==> config.mk <==
export PLATFORM = sky130hd
export DESIGN_NAME = wm8731_i2c_config_flat
export DESIGN_NICKNAME = d
export VERILOG_FILES = /design/src/rtl/wm8731_i2c_config_if.sv /design/src/rtl/wm8731_i2c_config.sv /design/src/flat_wrapper.sv
export SDC_FILE = /design/constraint.sdc
export NUM_CORES = 1
export LEC_CHECK = 0
export CAP_MARGIN = 15
export CORE_MARGIN = 2
export CORE_UTILIZATION = 63
export DETAILED_ROUTE_END_ITERATION = 12
export GPL_TIMING_DRIVEN = 0
export PLACE_DENSITY = 0.84
export SYNTH_ARGS = -nofsm -noshare
export SYNTH_HDL_FRONTEND = slang
export SYNTH_SLANG_ARGS = --single-unit
==> constraint.sdc <==
create_clock -name clk -period 3.8 [get_ports clk]
set_input_delay 0.38 -clock clk [delete_from_list [all_inputs] [get_ports clk]]
set_output_delay 0.38 -clock clk [all_outputs]
set_load 0.05 [all_outputs]
==> src/rtl/wm8731_i2c_config_if.sv <==
// ============================================================================
// Interface : wm8731_i2c_config_if
// Purpose   : Control/status and I2C pin bundle of the WM8731 config sequencer.
// Revision  : 1.0
// ============================================================================
`default_nettype none

interface wm8731_i2c_config_if;
    logic       start;
    logic       i2c_sclk;
    logic       i2c_sdat_in;
    logic       i2c_sdat_oe;
    logic       busy;
    logic       done;
    logic       error;
    logic [3:0] entry_idx;

    modport master (
        input  start, i2c_sdat_in,
        output i2c_sclk, i2c_sdat_oe, busy, done, error, entry_idx
    );

    modport slave (
        output start, i2c_sdat_in,
        input  i2c_sclk, i2c_sdat_oe, busy, done, error, entry_idx
    );
endinterface

`default_nettype wire

==> src/rtl/wm8731_i2c_config.sv <==
// ============================================================================
// Module   : wm8731_i2c_config
// Purpose  : Boot-time WM8731 register loader: one 3-byte I2C write per table entry.
// Revision : 1.0
// ============================================================================
`default_nettype none

module wm8731_i2c_config #(
    parameter int         CLK_FREQ_HZ = 28000000,
    parameter int         I2C_FREQ_HZ = 100000,
    parameter logic [6:0] DEV_ADDR    = 7'h1A,
    parameter int         RETRY_MAX   = 3,
    parameter bit         AUTO_START  = 1'b1
) (
    input  wire logic            clk,
    input  wire logic            rst_n,
    wm8731_i2c_config_if.master  bus
);

    localparam int         c_QDIV_RAW   = CLK_FREQ_HZ / (4 * I2C_FREQ_HZ);
    localparam int         c_QDIV       = (c_QDIV_RAW < 1) ? 1 : c_QDIV_RAW;
    localparam int         c_TW         = $clog2(c_QDIV + 1);
    localparam int         c_RW         = $clog2(RETRY_MAX + 2);
    localparam logic [3:0] c_LAST_ENTRY = 4'd9;

    typedef enum logic [2:0] {
        S_IDLE  = 3'd0,
        S_START = 3'd1,
        S_BYTE  = 3'd2,
        S_ACK   = 3'd3,
        S_STOP  = 3'd4,
        S_GAP   = 3'd5,
        S_FIN   = 3'd6,
        S_ERR   = 3'd7
    } state_t;

    // Register table word = {reg[6:0], data[8:0]}
    function automatic logic [15:0] table_word(input logic [3:0] idx);
        case (idx)
            4'd0:    table_word = {7'd15, 9'h000};
            4'd1:    table_word = {7'd0,  9'h017};
            4'd2:    table_word = {7'd1,  9'h017};
            4'd3:    table_word = {7'd2,  9'h079};
            4'd4:    table_word = {7'd3,  9'h079};
            4'd5:    table_word = {7'd4,  9'h012};
            4'd6:    table_word = {7'd5,  9'h000};
            4'd7:    table_word = {7'd6,  9'h000};
            4'd8:    table_word = {7'd7,  9'h002};
            default: table_word = {7'd9,  9'h001};
        endcase
    endfunction

    state_t            r_state, w_state;
    logic [c_TW-1:0]   r_tick;
    logic [1:0]        r_q, w_q;
    logic [2:0]        r_bit, w_bit_n;
    logic [1:0]        r_byte, w_byte_n;
    logic [3:0]        r_entry, w_entry;
    logic [c_RW-1:0]   r_retry, w_retry;
    logic              r_nack, w_nack;
    logic              r_auto, w_auto;
    logic              r_busy, w_busy;
    logic              r_done, w_done;
    logic              r_error, w_error;
    logic              r_sclk, w_sclk;
    logic              r_oe, w_oe;
    logic              r_sda_in;
    logic              w_qtick;
    logic [15:0]       w_word;
    logic [7:0]        w_byte;
    logic              w_bit;

    assign w_qtick = (r_tick == c_TW'(c_QDIV - 1));
    assign w_word  = table_word(r_entry);
    assign w_byte  = (r_byte == 2'd0) ? {DEV_ADDR, 1'b0} :
                     (r_byte == 2'd1) ? w_word[15:8] : w_word[7:0];
    assign w_bit   = w_byte[r_bit];

    always_ff @(posedge clk) begin
        if (!rst_n) begin
            r_tick <= '0;
        end else if (w_qtick) begin
            r_tick <= '0;
        end else begin
            r_tick <= r_tick + c_TW'(1);
        end
    end

    always_ff @(posedge clk) begin
        if (!rst_n) begin
            r_state  <= S_IDLE;
            r_q      <= 2'd0;
            r_bit    <= 3'd7;
            r_byte   <= 2'd0;
            r_entry  <= 4'd0;
            r_retry  <= '0;
            r_nack   <= 1'b0;
            r_auto   <= AUTO_START;
            r_busy   <= 1'b0;
            r_done   <= 1'b0;
            r_error  <= 1'b0;
            r_sclk   <= 1'b1;
            r_oe     <= 1'b0;
            r_sda_in <= 1'b1;
        end else begin
            r_state  <= w_state;
            r_q      <= w_q;
            r_bit    <= w_bit_n;
            r_byte   <= w_byte_n;
            r_entry  <= w_entry;
            r_retry  <= w_retry;
            r_nack   <= w_nack;
            r_auto   <= w_auto;
            r_busy   <= w_busy;
            r_done   <= w_done;
            r_error  <= w_error;
            r_sclk   <= w_sclk;
            r_oe     <= w_oe;
            r_sda_in <= bus.i2c_sdat_in;
        end
    end

    always_comb begin
        w_state  = r_state;
        w_q      = r_q;
        w_bit_n  = r_bit;
        w_byte_n = r_byte;
        w_entry  = r_entry;
        w_retry  = r_retry;
        w_nack   = r_nack;
        w_auto   = r_auto;
        w_busy   = r_busy;
        w_done   = r_done;
        w_error  = r_error;
        w_sclk   = 1'b1;
        w_oe     = 1'b0;

        case (r_state)
            S_IDLE: begin
                w_q = 2'd0;
                if (bus.start || r_auto) begin
                    w_state = S_START;
                    w_busy  = 1'b1;
                    w_done  = 1'b0;
                    w_error = 1'b0;
                    w_entry = 4'd0;
                    w_retry = '0;
                    w_nack  = 1'b0;
                    w_auto  = 1'b0;
                end
            end
            S_START: begin
                w_sclk = (r_q != 2'd3);
                w_oe   = (r_q != 2'd0);
                if (w_qtick) begin
                    w_q = r_q + 2'd1;
                    if (r_q == 2'd3) begin
                        w_state  = S_BYTE;
                        w_byte_n = 2'd0;
                        w_bit_n  = 3'd7;
                    end
                end
            end
            S_BYTE: begin
                w_sclk = (r_q == 2'd1) || (r_q == 2'd2);
                w_oe   = ~w_bit;
                if (w_qtick) begin
                    w_q = r_q + 2'd1;
                    if (r_q == 2'd3) begin
                        if (r_bit == 3'd0) begin
                            w_state = S_ACK;
                        end else begin
                            w_bit_n = r_bit - 3'd1;
                        end
                    end
                end
            end
            S_ACK: begin
                w_sclk = (r_q == 2'd1) || (r_q == 2'd2);
                if (w_qtick) begin
                    w_q = r_q + 2'd1;
                    if (r_q == 2'd2) begin
                        w_nack = r_sda_in;
                    end
                    if (r_q == 2'd3) begin
                        if (r_nack || (r_byte == 2'd2)) begin
                            w_state = S_STOP;
                        end else begin
                            w_state  = S_BYTE;
                            w_byte_n = r_byte + 2'd1;
                            w_bit_n  = 3'd7;
                        end
                    end
                end
            end
            S_STOP: begin
                // SDA held low across the SCL rise, released at q3 for the stop edge
                w_sclk = (r_q != 2'd0);
                w_oe   = (r_q != 2'd3);
                if (w_qtick) begin
                    w_q = r_q + 2'd1;
                    if (r_q == 2'd3) begin
                        w_state = S_GAP;
                    end
                end
            end
            S_GAP: begin
                if (w_qtick) begin
                    w_q = r_q + 2'd1;
                    if (r_q == 2'd3) begin
                        if (r_nack) begin
                            if (r_retry == c_RW'(RETRY_MAX)) begin
                                w_state = S_ERR;
                                w_busy  = 1'b0;
                                w_error = 1'b1;
                            end else begin
                                w_state = S_START;
                                w_retry = r_retry + c_RW'(1);
                                w_nack  = 1'b0;
                            end
                        end else if (r_entry == c_LAST_ENTRY) begin
                            w_state = S_FIN;
                            w_busy  = 1'b0;
                            w_done  = 1'b1;
                        end else begin
                            w_state = S_START;
                            w_entry = r_entry + 4'd1;
                            w_retry = '0;
                        end
                    end
                end
            end
            S_FIN: begin
                w_state = S_IDLE;
            end
            S_ERR: begin
                w_state = S_IDLE;
            end
            default: begin
                w_state = S_IDLE;
            end
        endcase
    end

    assign bus.i2c_sclk    = r_sclk;
    assign bus.i2c_sdat_oe = r_oe;
    assign bus.busy        = r_busy;
    assign bus.done        = r_done;
    assign bus.error       = r_error;
    assign bus.entry_idx   = r_entry;

endmodule

`default_nettype wire

==> src/flat_wrapper.sv <==
// flat-port wrapper written by rule: the top's interface ports become plain ports
module wm8731_i2c_config_flat 
#(
    parameter int         CLK_FREQ_HZ = 28000000,
    parameter int         I2C_FREQ_HZ = 100000,
    parameter logic [6:0] DEV_ADDR    = 7'h1A,
    parameter int         RETRY_MAX   = 3,
    parameter bit         AUTO_START  = 1'b1
)
  (clk, rst_n, bus_start, bus_i2c_sdat_in, bus_i2c_sclk, bus_i2c_sdat_oe, bus_busy, bus_done, bus_error, bus_entry_idx);
  wm8731_i2c_config_if bus_i ();
  input  wire logic clk;
  input  wire logic rst_n;
  input wire logic [$bits(bus_i.start)-1:0] bus_start;
  input wire logic [$bits(bus_i.i2c_sdat_in)-1:0] bus_i2c_sdat_in;
  output wire logic [$bits(bus_i.i2c_sclk)-1:0] bus_i2c_sclk;
  output wire logic [$bits(bus_i.i2c_sdat_oe)-1:0] bus_i2c_sdat_oe;
  output wire logic [$bits(bus_i.busy)-1:0] bus_busy;
  output wire logic [$bits(bus_i.done)-1:0] bus_done;
  output wire logic [$bits(bus_i.error)-1:0] bus_error;
  output wire logic [$bits(bus_i.entry_idx)-1:0] bus_entry_idx;
  assign bus_i.start = bus_start;
  assign bus_i.i2c_sdat_in = bus_i2c_sdat_in;
  assign bus_i2c_sclk = bus_i.i2c_sclk;
  assign bus_i2c_sdat_oe = bus_i.i2c_sdat_oe;
  assign bus_busy = bus_i.busy;
  assign bus_done = bus_i.done;
  assign bus_error = bus_i.error;
  assign bus_entry_idx = bus_i.entry_idx;
  wm8731_i2c_config #(.CLK_FREQ_HZ(CLK_FREQ_HZ), .I2C_FREQ_HZ(I2C_FREQ_HZ), .DEV_ADDR(DEV_ADDR), .RETRY_MAX(RETRY_MAX), .AUTO_START(AUTO_START)) u_core (.clk(clk), .rst_n(rst_n), .bus(bus_i));
endmodule
==> results.py, run 1 <==
metrics = {
    "logic_synthesis": {
        "synth-seq-area-share": 0.361,
        "yosys_register_bits": 41,
        "synth_nets": 286,
        "synthFlopType": "dfxtp_1",
        "synth_top_family_by_area": "simple AND/OR/NAND/NOR gates",
        "yosys.area.top_type": "dfxtp_1",
        "synth_top_area_frac": 0.361,
        "synth_compound_area_frac": 0.150,
        "synth-adder-area-share": 0.0990,
        "ys_top_cells_by_area": "dfxtp_1 (36%), ha_1 (9.9%), nor2_1 (6.9%), nand2_1 (3.8%), mux2i_1 (3.5%)",
        "synth_edf_count": 0,
        "async_flop_share": 0,
        "postSynthAreaPerCell_um2": 8.62,
        "synth_area_um2": 2270,
        "synth_cells": 264,
        "synth-xor-area-share": 0.0347,
        "yosysWarnings": 0,
        "muxShareOfSynthArea": 0.0616,
        "synth-simple-area-share": 0.236,
        "synth_cell_types": 52,
    },
    "worst_setup_path": {
        "worstSetupPathType": "register to register",
        "critPathLaunchType": "register",
        "required_ns": 4.05,
        "crit_path_cell_trace": "ha_1 -> nand3b_1 -> a41oi_2 -> nor3_1 -> mux2_2 -> nor2_1 -> inv_1 -> ha_1 -> mux2i_1 -> o22ai_2",
        "reg2regPathDepth": 10,
        "setup.worst_path.end_class": "register",
        "worstPathMaxFanout": 5,
        "slowest_delay_ns": 0.43,
        "arrival_ns": 2.86,
        "critPathSlowestCell": "dfxtp_1",
        "cp_common_cell": "ha_1",
    },
    "global_routing": {
        "grt-busiest-layer": "met2",
        "grt_pass1_vias": 1721,
        "grt-ovfl-total": 0,
        "grt_use_met1": 0.321,
        "grtUsageMet3": 0.0440,
        "met2_usage": 0.375,
        "grt_max_degree": 14,
        "antenna_found_initial": 0,
        "grt_pass1_wl_um": 7710,
        "grt.total_usage": 0.241,
    },
    "min_path": {
        "min_path_cells": 2,
        "hold_path.class": "register to register",
    },
    "finish": {
        "drive_gt1_frac": 0.0915,
        "nets": 305,
        "syn2layout_area_growth_pct": 10.2,
        "final_core_util": 0.740,
        "antenna_cells": 0,
    },
    "clock_network": {
        "cts-resized-gates": 0,
        "clk_pin_slew_worst_paths_ns": 0.12,
        "cts_tree": "built",
        "numCtsBuffers": 5,
        "htree_levels": 2,
        "cts-root-buf": "clkbuf_4",
        "postCtsSetupBuffers": 0,
        "postCtsHoldBufs": 0,
        "clock_sinks": 41,
        "worstSkewPairLatency_ns": 0.36,
        "clockBufferDepth": 2,
    },
    "sta": {
        "fin_tns_setup_ns": 0,
        "period_needed_ns": 2.60,
        "fin_skew_ns": 0.0107,
        "post-route-period-util": 0.685,
        "fmax_ghz": 0.384,
        "setup_viol": 0,
        "worstMarginPinSlew_ns": 0.529,
        "max_slew_margin": 0.647,
        "finalHoldViolCount": 0,
        "rsz0062_at_grt": "false",
        "finalMaxSlewViolations": 0,
    },
    "place": {
        "dp_hpwl_um": 3270,
        "port_buffers": 12,
        "place.gp.congestion": 0.933,
    },
    "die": {
        "dieWidth_um": 64.1,
        "io_pins": 13,
        "die-area_um2": 4110,
        "core_area_um2": 3390,
        "rows": 21,
        "initial_utilization": 0.671,
        "fp.dieH_um": 64.1,
    },
    "routing": {
        "wl_per_cell_um": 13.2,
        "vias": 1870,
        "firstDrtPassIters": 5,
        "drc": 0,
        "drtIter0Drc": 129,
        "routed_wl_um": 4360,
        "viasPerCell": 5.67,
        "ant_nets": 0,
    },
    "flow_run": {
        "drv_cap": 0,
    },
    "pwr": {
        "peakVddDrop_mv": 0.221,
        "power_leakage_nw": 0.994,
        "power_density_nw_per_um2": 411,
    },
    "outcome": {
        "status": "finished clean",
    },
}
-- cells in the mapped netlist (2+ instances only) --
cell / number
nor2_1: 42
dfxtp_1: 41
nand2_1: 23
ha_1: 18
inv_1: 18
o21ai_0: 11
a21oi_1: 10
nand3_1: 10
mux2i_1: 8
clkbuf_1: 7
xnor2_1: 7
a211oi_1: 5
a31oi_1: 5
nor3_1: 4
nor3b_1: 4
and4_1: 3
o21a_1: 3
o22ai_1: 3
a211o_1: 2
and2_1: 2
and3_1: 2
buf_6: 2
mux2_2: 2
nand2b_1: 2
nand3b_1: 2
xor2_1: 2
-- cell families (layout without fill, tap and decap cells) --
logic type,count (synthesis),count (layout)
AND/OR/NAND/NOR,106,106
XOR/XNOR,9,9
multiplexers,12,12
buffers and inverters,30,50
adder cells (fa/ha/maj),18,18
flip-flops,41,41
AO/OA/AOI/OAI,48,48
-- worst max-delay path: cells and delay by family, from the launching register on --
| kind | cells | cell delay [ns] |
|---|---|---|
| adder cells (fa/ha/maj) | 2 | 0.54 |
| AO/OA/AOI/OAI | 2 | 0.42 |
| flip-flops | 1 | 0.43 |
| AND/OR/NAND/NOR | 3 | 0.54 |
| buffers and inverters | 1 | 0.11 |
| multiplexers | 2 | 0.44 |
-- routing by layer --
layer,share of wire,up-vias
met5,0,-
met4,0.023,0
met3,0.059,13
met2,0.44,62
met1,0.48,849
li1,-,946
-- registers in the layout, summed over array words and instances (netlist names) --
name	cells
u_core.r_retry	3
u_core.r_nack	1
u_core.r_auto	1
u_core.bus.i2c_sclk	1
u_core.r_sda_in	1
u_core.w_word	9
u_core.r_byte	2
u_core.r_q	2
u_core.bus.done	1
u_core.bus.error	1
u_core.r_tick	7
u_core.bus.entry_idx	4
u_core.bus.i2c_sdat_oe	1
u_core.r_bit	3
u_core.bus.busy	1
u_core.r_state	3
-- cell type report --
cell class	count	area (um2)
Multi-Input combinational cell	193	1320
Fill cell	244	882
Sequential cell	41	821
Timing Repair Buffer	12	120
Inverter	19	71.3
Buffer	11	61.3
Tap cell	46	57.6
Clock buffer	5	37.5
Clock inverter	3	17.5
-- final timing paths --
check	from	endpoint	slack, ns
setup / recovery	u_core.bus.entry_idx[0]	u_core.w_word[1]	1.20
hold / removal	u_core.r_auto	u_core.r_auto	0.47
setup reg to reg	u_core.bus.entry_idx[0]	u_core.w_word[1]	1.20
hold reg to reg	u_core.r_auto	u_core.r_auto	0.47
-- report_power, final --
group	leakage (nW)	total [mW]	internal (mW)	switching [mW]
Sequential	0.333	0.473	0.457	0.0165
Combinational	0.631	0.341	0.124	0.217
Clock	0.0310	0.217	0.0697	0.147
Total	0.994	1.03	0.650	0.381
-- cell usage in the layout (no fill, tap or decap), drive strengths merged, types with 2 or more instances in the layout --
cell            n
ha             18
and2            2
a211o           2
nor3            4
and4b           2
nor3b           4
nand3b          2
clkdlybuf4s50  12
dfxtp          41
xor2            2
and3            2
inv            19
or3             2
mux2i           8
clkbuf         12
nor2           42
xnor2           7
a211oi          5
a31oi           5
buf             4
nand2          23
o21ai          13
nor4            2
nand2b          2
nand3          10
o22ai           4
o21a            3
and4            3
mux2            3
a21oi          10
clkinv          2
-- through the flow --
step	setup slack [ns]	power [mW]	area [um2]	instances	hold slack, ns
after CTS	1.20	1.03	2510	330	0.476
after global routing	0.956	1.08	2510	330	0.496
after detailed placement	0.912	0.814	2450	322	0.458
final	1.20	1.03	2510	330	0.474
after floorplan	1.14	0.737	2270	264	0.423
after global placement	0.960	0.811	2450	322	0.432
Power figures use the tool's default switching activity.
==> run 2, diff against run 1 <==
--- a/config.mk
+++ b/config.mk
@@ -7,10 +7,10 @@
 export LEC_CHECK = 0
 export CAP_MARGIN = 15
 export CORE_MARGIN = 2
-export CORE_UTILIZATION = 63
+export CORE_UTILIZATION = 53
 export DETAILED_ROUTE_END_ITERATION = 12
 export GPL_TIMING_DRIVEN = 0
-export PLACE_DENSITY = 0.84
+export PLACE_DENSITY = 0.75
 export SYNTH_ARGS = -nofsm -noshare
 export SYNTH_HDL_FRONTEND = slang
 export SYNTH_SLANG_ARGS = --single-unit
==> constraint.sdc (replaced) <==
create_clock -name clk -period 2.25 [get_ports clk]
set_input_delay 0.225 -clock clk [delete_from_list [all_inputs] [get_ports clk]]
set_output_delay 0.225 -clock clk [all_outputs]
set_load 0.05 [all_outputs]
==> run 2 against run 1 <==
Core utilization decreased by 7.9 points; worst setup slack got worse by 1.1 ns; die area increased by 18%; global-route usage decreased by 4.1 points; register-to-register slack got worse by 1.1 ns; clock skew shrank 0.00094 ns; sequential power increased by 69%; highest routed layer unchanged.
==> results.py, run 2 (same netlist as run 1, synthesis figures left out) <==
metrics = {
    "global_routing": {
        "grt.total_usage": 0.200,
        "grt-ovfl-total": 0,
        "grt_pass1_wl_um": 7710,
        "grt_max_degree": 14,
        "grt_pass1_vias": 1646,
        "antenna_found_initial": 0,
    },
    "routing": {
        "viasPerCell": 5.59,
        "routed_wl_um": 4890,
        "wl_per_cell_um": 14.3,
        "drtIter0Drc": 80,
        "drc": 0,
        "ant_nets": 0,
        "firstDrtPassIters": 4,
        "vias": 1905,
    },
    "finish": {
        "nets": 312,
        "fillCellCount": 339,
        "multi_input_area_um2": 1400,
        "final_core_util": 0.661,
        "area.sequential_um2": 835,
        "final_cell_mix": "nor2_1 (39), dfxtp_1 (34), nand2_1 (21)",
        "drive_gt1_frac": 0.192,
        "syn2layout_area_growth_pct": 17.8,
        "largest_register_ffs": 9,
        "antenna_cells": 0,
        "layout_commonest_cell": "nor2_1",
    },
    "place": {
        "dp_hpwl_um": 3270,
        "port_buffers": 12,
        "pre_cts_ws_ns": -0.341,
        "place.gp.congestion": 0.888,
    },
    "pwr": {
        "power_leakage_nw": 1.06,
        "seq_power_share": 0.426,
        "clkPwrFrac": 0.256,
        "p_switching_mw": 0.676,
        "netSwitchingFraction": 0.360,
        "power_density_nw_per_um2": 700,
        "p_int_mw": 1.20,
        "p_comb_frac": 0.318,
        "peakVddDrop_mv": 0.483,
    },
    "worst_setup_path": {
        "rrSetupSlack_ns": 0.06,
        "worstPathMaxFanout": 7,
        "setup.worst_path.end_class": "register",
        "required_ns": 2.48,
        "r2r-end": "u_core.w_word[1]",
        "reg2regPathDepth": 9,
        "worstSetupPathType": "register to register",
        "r2r-start": "u_core.bus.entry_idx[1]",
        "critPathLaunchType": "register",
        "arrival_ns": 2.43,
    },
    "sta": {
        "rsz0062_at_grt": "true",
        "max_slew_margin": 0.620,
        "period_needed_ns": 2.19,
        "finalHoldViolCount": 0,
        "setup_slack_ns": 0.0554,
        "post-route-period-util": 0.975,
        "worstMarginPinSlew_ns": 0.569,
        "fin_skew_ns": 0.00973,
        "whs_ns": 0.438,
        "setup_viol": 0,
        "fmax_ghz": 0.456,
        "finalMaxSlewViolations": 0,
    },
    "die": {
        "fp.dieH_um": 69.5,
        "dieWidth_um": 69.5,
        "die-area_um2": 4830,
        "io_pins": 13,
        "core_area_um2": 4060,
        "rows": 23,
        "initial_utilization": 0.561,
    },
    "min_path": {
        "min_path_cells": 1,
        "min_to": "u_core.r_tick[0]",
        "min_from": "u_core.r_tick[0]",
        "hold_path.class": "register to register",
    },
    "clock_network": {
        "htree_levels": 2,
        "clk_pin_slew_worst_paths_ns": 0.08,
        "cts-root-buf": "clkbuf_8",
        "cts_tree": "built",
        "numCtsBuffers": 5,
        "worstSkewPairLatency_ns": 0.30,
        "clockBufferDepth": 2,
        "clock_sinks": 41,
    },
    "flow_run": {
        "drv_cap": 0,
    },
    "outcome": {
        "status": "finished clean",
    },
}
run 2: power groups by stage:
stage                     Combinational, mW  Sequential [mW]  Clock [mW]
after floorplan                       0.378            0.865           0
after global placement                0.562            0.811           0
after detailed placement              0.561            0.813           0
after CTS                             0.567            0.797       0.487
after global routing                  0.640            0.805       0.523
final                                 0.596            0.800       0.479
run 2: how the worst max path moves through the flow:
stage / endpoint / from / slack, ns
after floorplan: u_core.w_word[1] / u_core.bus.entry_idx[1] / 0.006
after global placement: u_core.w_word[1] / bus_start / -0.35
after detailed placement: u_core.w_word[1] / bus_start / -0.34
after CTS: u_core.w_word[1] / u_core.bus.entry_idx[1] / 0.008
after global routing: u_core.w_word[12] / u_core.bus.entry_idx[1] / -0.04
final: u_core.w_word[1] / u_core.bus.entry_idx[1] / 0.06
run 2: metal layers:
metal,vias up,global-route usage,share of wire,wire (um)
met3,14,0.0509,0.036,175
met2,38,0.314,0.47,2300
met1,892,0.258,0.47,2290
met4,0,0.0915,0.024,116
li1,961,-,-,-
met5,-,0,0,0
run 2: per-stage QoR:
stage	area, um2	total power, mW	TNS [ns]	instances
finish	2680	1.87	0	341
global route	2680	1.97	-0.163	341
CTS	2610	1.85	0	338
detailed placement	2470	1.37	-1.83	326
global placement	2470	1.37	-1.66	326
floorplan	2290	1.24	0	264
run 2: area by class of cell:
type | count | share of cell area
clock buffer | 5 | 0.0257
sequential | 41 | 0.311
timing repair buffer | 20 | 0.0672
multi-input combinational | 193 | 0.521
tap | 50 | 0.0233
buffer | 10 | 0.0187
inverter | 19 | 0.0266
clock inverter | 3 | 0.00654
run 2: repair_timing:
action                     4_1_cts  5_1_grt
setup endpoints to repair        7       12
resized for setup                5       15
hold buffers                     0        0
setup buffers                    4        4
pin swaps                        3        6
run 2: worst max-delay path: stages, from the launching register on:
cell,delay [ns]
dfxtp_4,0.38
inv_2,0.05
ha_4,0.15
nand3b_1,0.17
a41oi_2,0.17
buf_4,0.17
nor4_4,0.26
mux2_4,0.38
or2_4,0.25
o22ai_2,0.14
==> run 3, diff against run 2 <==
--- a/config.mk
+++ b/config.mk
@@ -6,11 +6,11 @@
 export NUM_CORES = 1
 export LEC_CHECK = 0
 export CAP_MARGIN = 15
-export CORE_MARGIN = 2
+export CORE_MARGIN = 8
 export CORE_UTILIZATION = 53
 export DETAILED_ROUTE_END_ITERATION = 12
 export GPL_TIMING_DRIVEN = 0
-export PLACE_DENSITY = 0.75
+export PLACE_DENSITY = 0.79
 export SYNTH_ARGS = -nofsm -noshare
 export SYNTH_HDL_FRONTEND = slang
 export SYNTH_SLANG_ARGS = --single-unit
==> run 3 against run 2 <==
The flow now finishes with violations (setup timing); via count down 0.89%; fmax down 2.5%; hold slack gained 0.0093 ns; global-route usage shrank 4.8 points; cell area fell by 1.4%; clock skew is 0.0043 ns lower; first-iteration DRC count increased by 48%; largest cell class unchanged.
==> results.py, run 3 (same netlist as run 1, synthesis figures left out) <==
metrics = {
    "min_path": {
        "hold_path.class": "register to register",
        "min_from": "u_core.r_auto",
    },
    "finish": {
        "fillCellCount": 345,
        "final_cell_mix": "nor2_1 (40), dfxtp_1 (35), nand2_1 (22)",
        "syn2layout_area_growth_pct": 16.2,
        "antenna_cells": 0,
        "largest_register_ffs": 9,
        "drive_gt1_frac": 0.163,
        "layout_commonest_cell": "nor2_1",
        "nets": 310,
        "final_area_um2": 2640,
        "layout.cells.non_filler": 341,
    },
    "pwr": {
        "peakVddDrop_mv": 0.373,
        "power_density_nw_per_um2": 702,
        "p_total_mw": 1.86,
        "power_leakage_nw": 1.04,
    },
    "routing": {
        "ant_nets": 0,
        "drtIter0Drc": 118,
        "firstDrtPassIters": 4,
        "routed_wl_um": 4760,
        "drc": 0,
        "vias": 1888,
        "viasPerCell": 5.54,
        "wl_per_cell_um": 14.0,
    },
    "sta": {
        "post-route-period-util": 1.00,
        "setup_slack_ns": -0.000183,
        "period_needed_ns": 2.25,
        "fmax_ghz": 0.444,
        "setup_viol": 1,
        "max_slew_margin": 0.621,
        "finalMaxSlewViolations": 0,
        "fin_skew_ns": 0.00540,
        "worstMarginPinSlew_ns": 0.565,
        "finalHoldViolCount": 0,
        "rsz0062_at_grt": "true",
    },
    "worst_setup_path": {
        "critPathLaunchType": "register",
        "worstPathMaxFanout": 8,
        "slowest_delay_ns": 0.38,
        "startpoint": "u_core.r_tick[1]",
        "r2r-start": "u_core.r_tick[1]",
        "crit_path_cell_trace": "inv_2 -> ha_4 -> and4b_2 -> a41oi_2 -> buf_4 -> nor4_4 -> mux2_4 -> or2_4 -> o22ai_2",
        "critPathSlowestCell": "mux2_4",
        "setup.worst_path.end_class": "register",
        "required_ns": 2.47,
        "arrival_ns": 2.47,
        "worstSetupPathType": "register to register",
        "cpLargestDelayFamily": "simple AND/OR/NAND/NOR gates",
        "crit_buf_inv": 2,
    },
    "global_routing": {
        "grt_pass1_wl_um": 8090,
        "grt-ovfl-total": 0,
        "grt.total_usage": 0.152,
        "grt_pass1_vias": 1798,
        "antenna_found_initial": 0,
        "grt_max_degree": 14,
    },
    "clock_network": {
        "clockBufferDepth": 2,
        "numCtsBuffers": 5,
        "postCtsHoldBufs": 0,
        "worstSkewPairLatency_ns": 0.29,
        "cts_tree": "built",
        "cts-root-buf": "clkbuf_8",
        "clk_pin_slew_worst_paths_ns": 0.08,
        "htree_levels": 2,
        "clock_sinks": 41,
    },
    "place": {
        "dp_hpwl_um": 3410,
        "post_dp_cell_area_um2": 2480,
        "dp.cells": 328,
        "place.gp.congestion": 0.923,
        "port_buffers": 12,
    },
    "die": {
        "io_pins": 13,
        "rows": 24,
        "initial_utilization": 0.537,
        "core_area_um2": 4230,
        "die-area_um2": 6640,
        "dieWidth_um": 81.5,
        "fp.dieH_um": 81.5,
    },
    "outcome": {
        "violations": "setup timing",
        "status": "finished with violations",
    },
    "flow_run": {
        "drv_cap": 0,
    },
}
-- run 3: cell types whose count changed in the layout (fill, tap and decap cells not counted), moves of 2 or more --
cell | previous run | this run
nor3_1 | 2 | 4
nor3_2 | 2 | 0
buf_4 | 9 | 7
dfxtp_2 | 5 | 3
-- run 3: per-stage QoR --
stage | hold WS (ns) | utilization | setup TNS [ns] | worst slack [ns]
after CTS | 0.434 | 0.615 | 0 | 0.000542
after detailed placement | 0.435 | 0.585 | -1.73 | -0.329
after global placement | 0.430 | 0.585 | -1.72 | -0.339
after floorplan | 0.298 | - | 0 | 0.00559
after global routing | 0.470 | 0.624 | -0.411 | -0.103
final | 0.447 | 0.624 | -0.000183 | -0.000183
-- run 3: area by class of cell --
class,instances,area (um2),share of cell area
multi-input cells,193,1370,0.518
inverters,19,71.3,0.0270
flip-flops and latches,41,836,0.316
clock inverters,3,17.5,0.00663
repair buffers,18,165,0.0625
well taps,52,65.1,0.0246
plain buffers,10,50.0,0.0189
clock buffers,5,68.8,0.0260
-- run 3: timing repair --
item                       in CTS  in global routing
buffers inserted                3                  3
gates resized for setup         5                  8
setup endpoints to repair       7                 12
pin swaps                       4                  3
-- run 3: per-layer routing --
layer / share of wire / global-route usage / vias to the layer above
met3: 0.054 / 0.0405 / 11
met1: 0.46 / 0.185 / 876
met2: 0.47 / 0.252 / 40
li1: - / - / 961
met5: 0 / 0 / -
met4: 0.016 / 0.0554 / 0
-- run 3: path summary, 6_finish.rpt --
path                      end  slack (ns)  cells past startpoint
max reg2reg  u_core.w_word[1]     -0.0002                      9
min             u_core.r_auto        0.45                      2
min reg2reg     u_core.r_auto        0.45                      2
max          u_core.w_word[1]     -0.0002                      9
-- run 3: where the power goes --
part	internal, mW	total [mW]	switching (mW)
Clock	0.214	0.472	0.258
Combinational	0.213	0.586	0.373
Sequential	0.769	0.797	0.0276
-- run 3: worst register-to-register path, delay by kind of cell (launching register included) --
kind	cells	cell delay, ns
AO/OA/AOI/OAI	2	0.31
multiplexers	1	0.38
adder cells (fa/ha/maj)	1	0.11
buffers and inverters	2	0.23
AND/OR/NAND/NOR	3	0.81
flip-flops	1	0.33
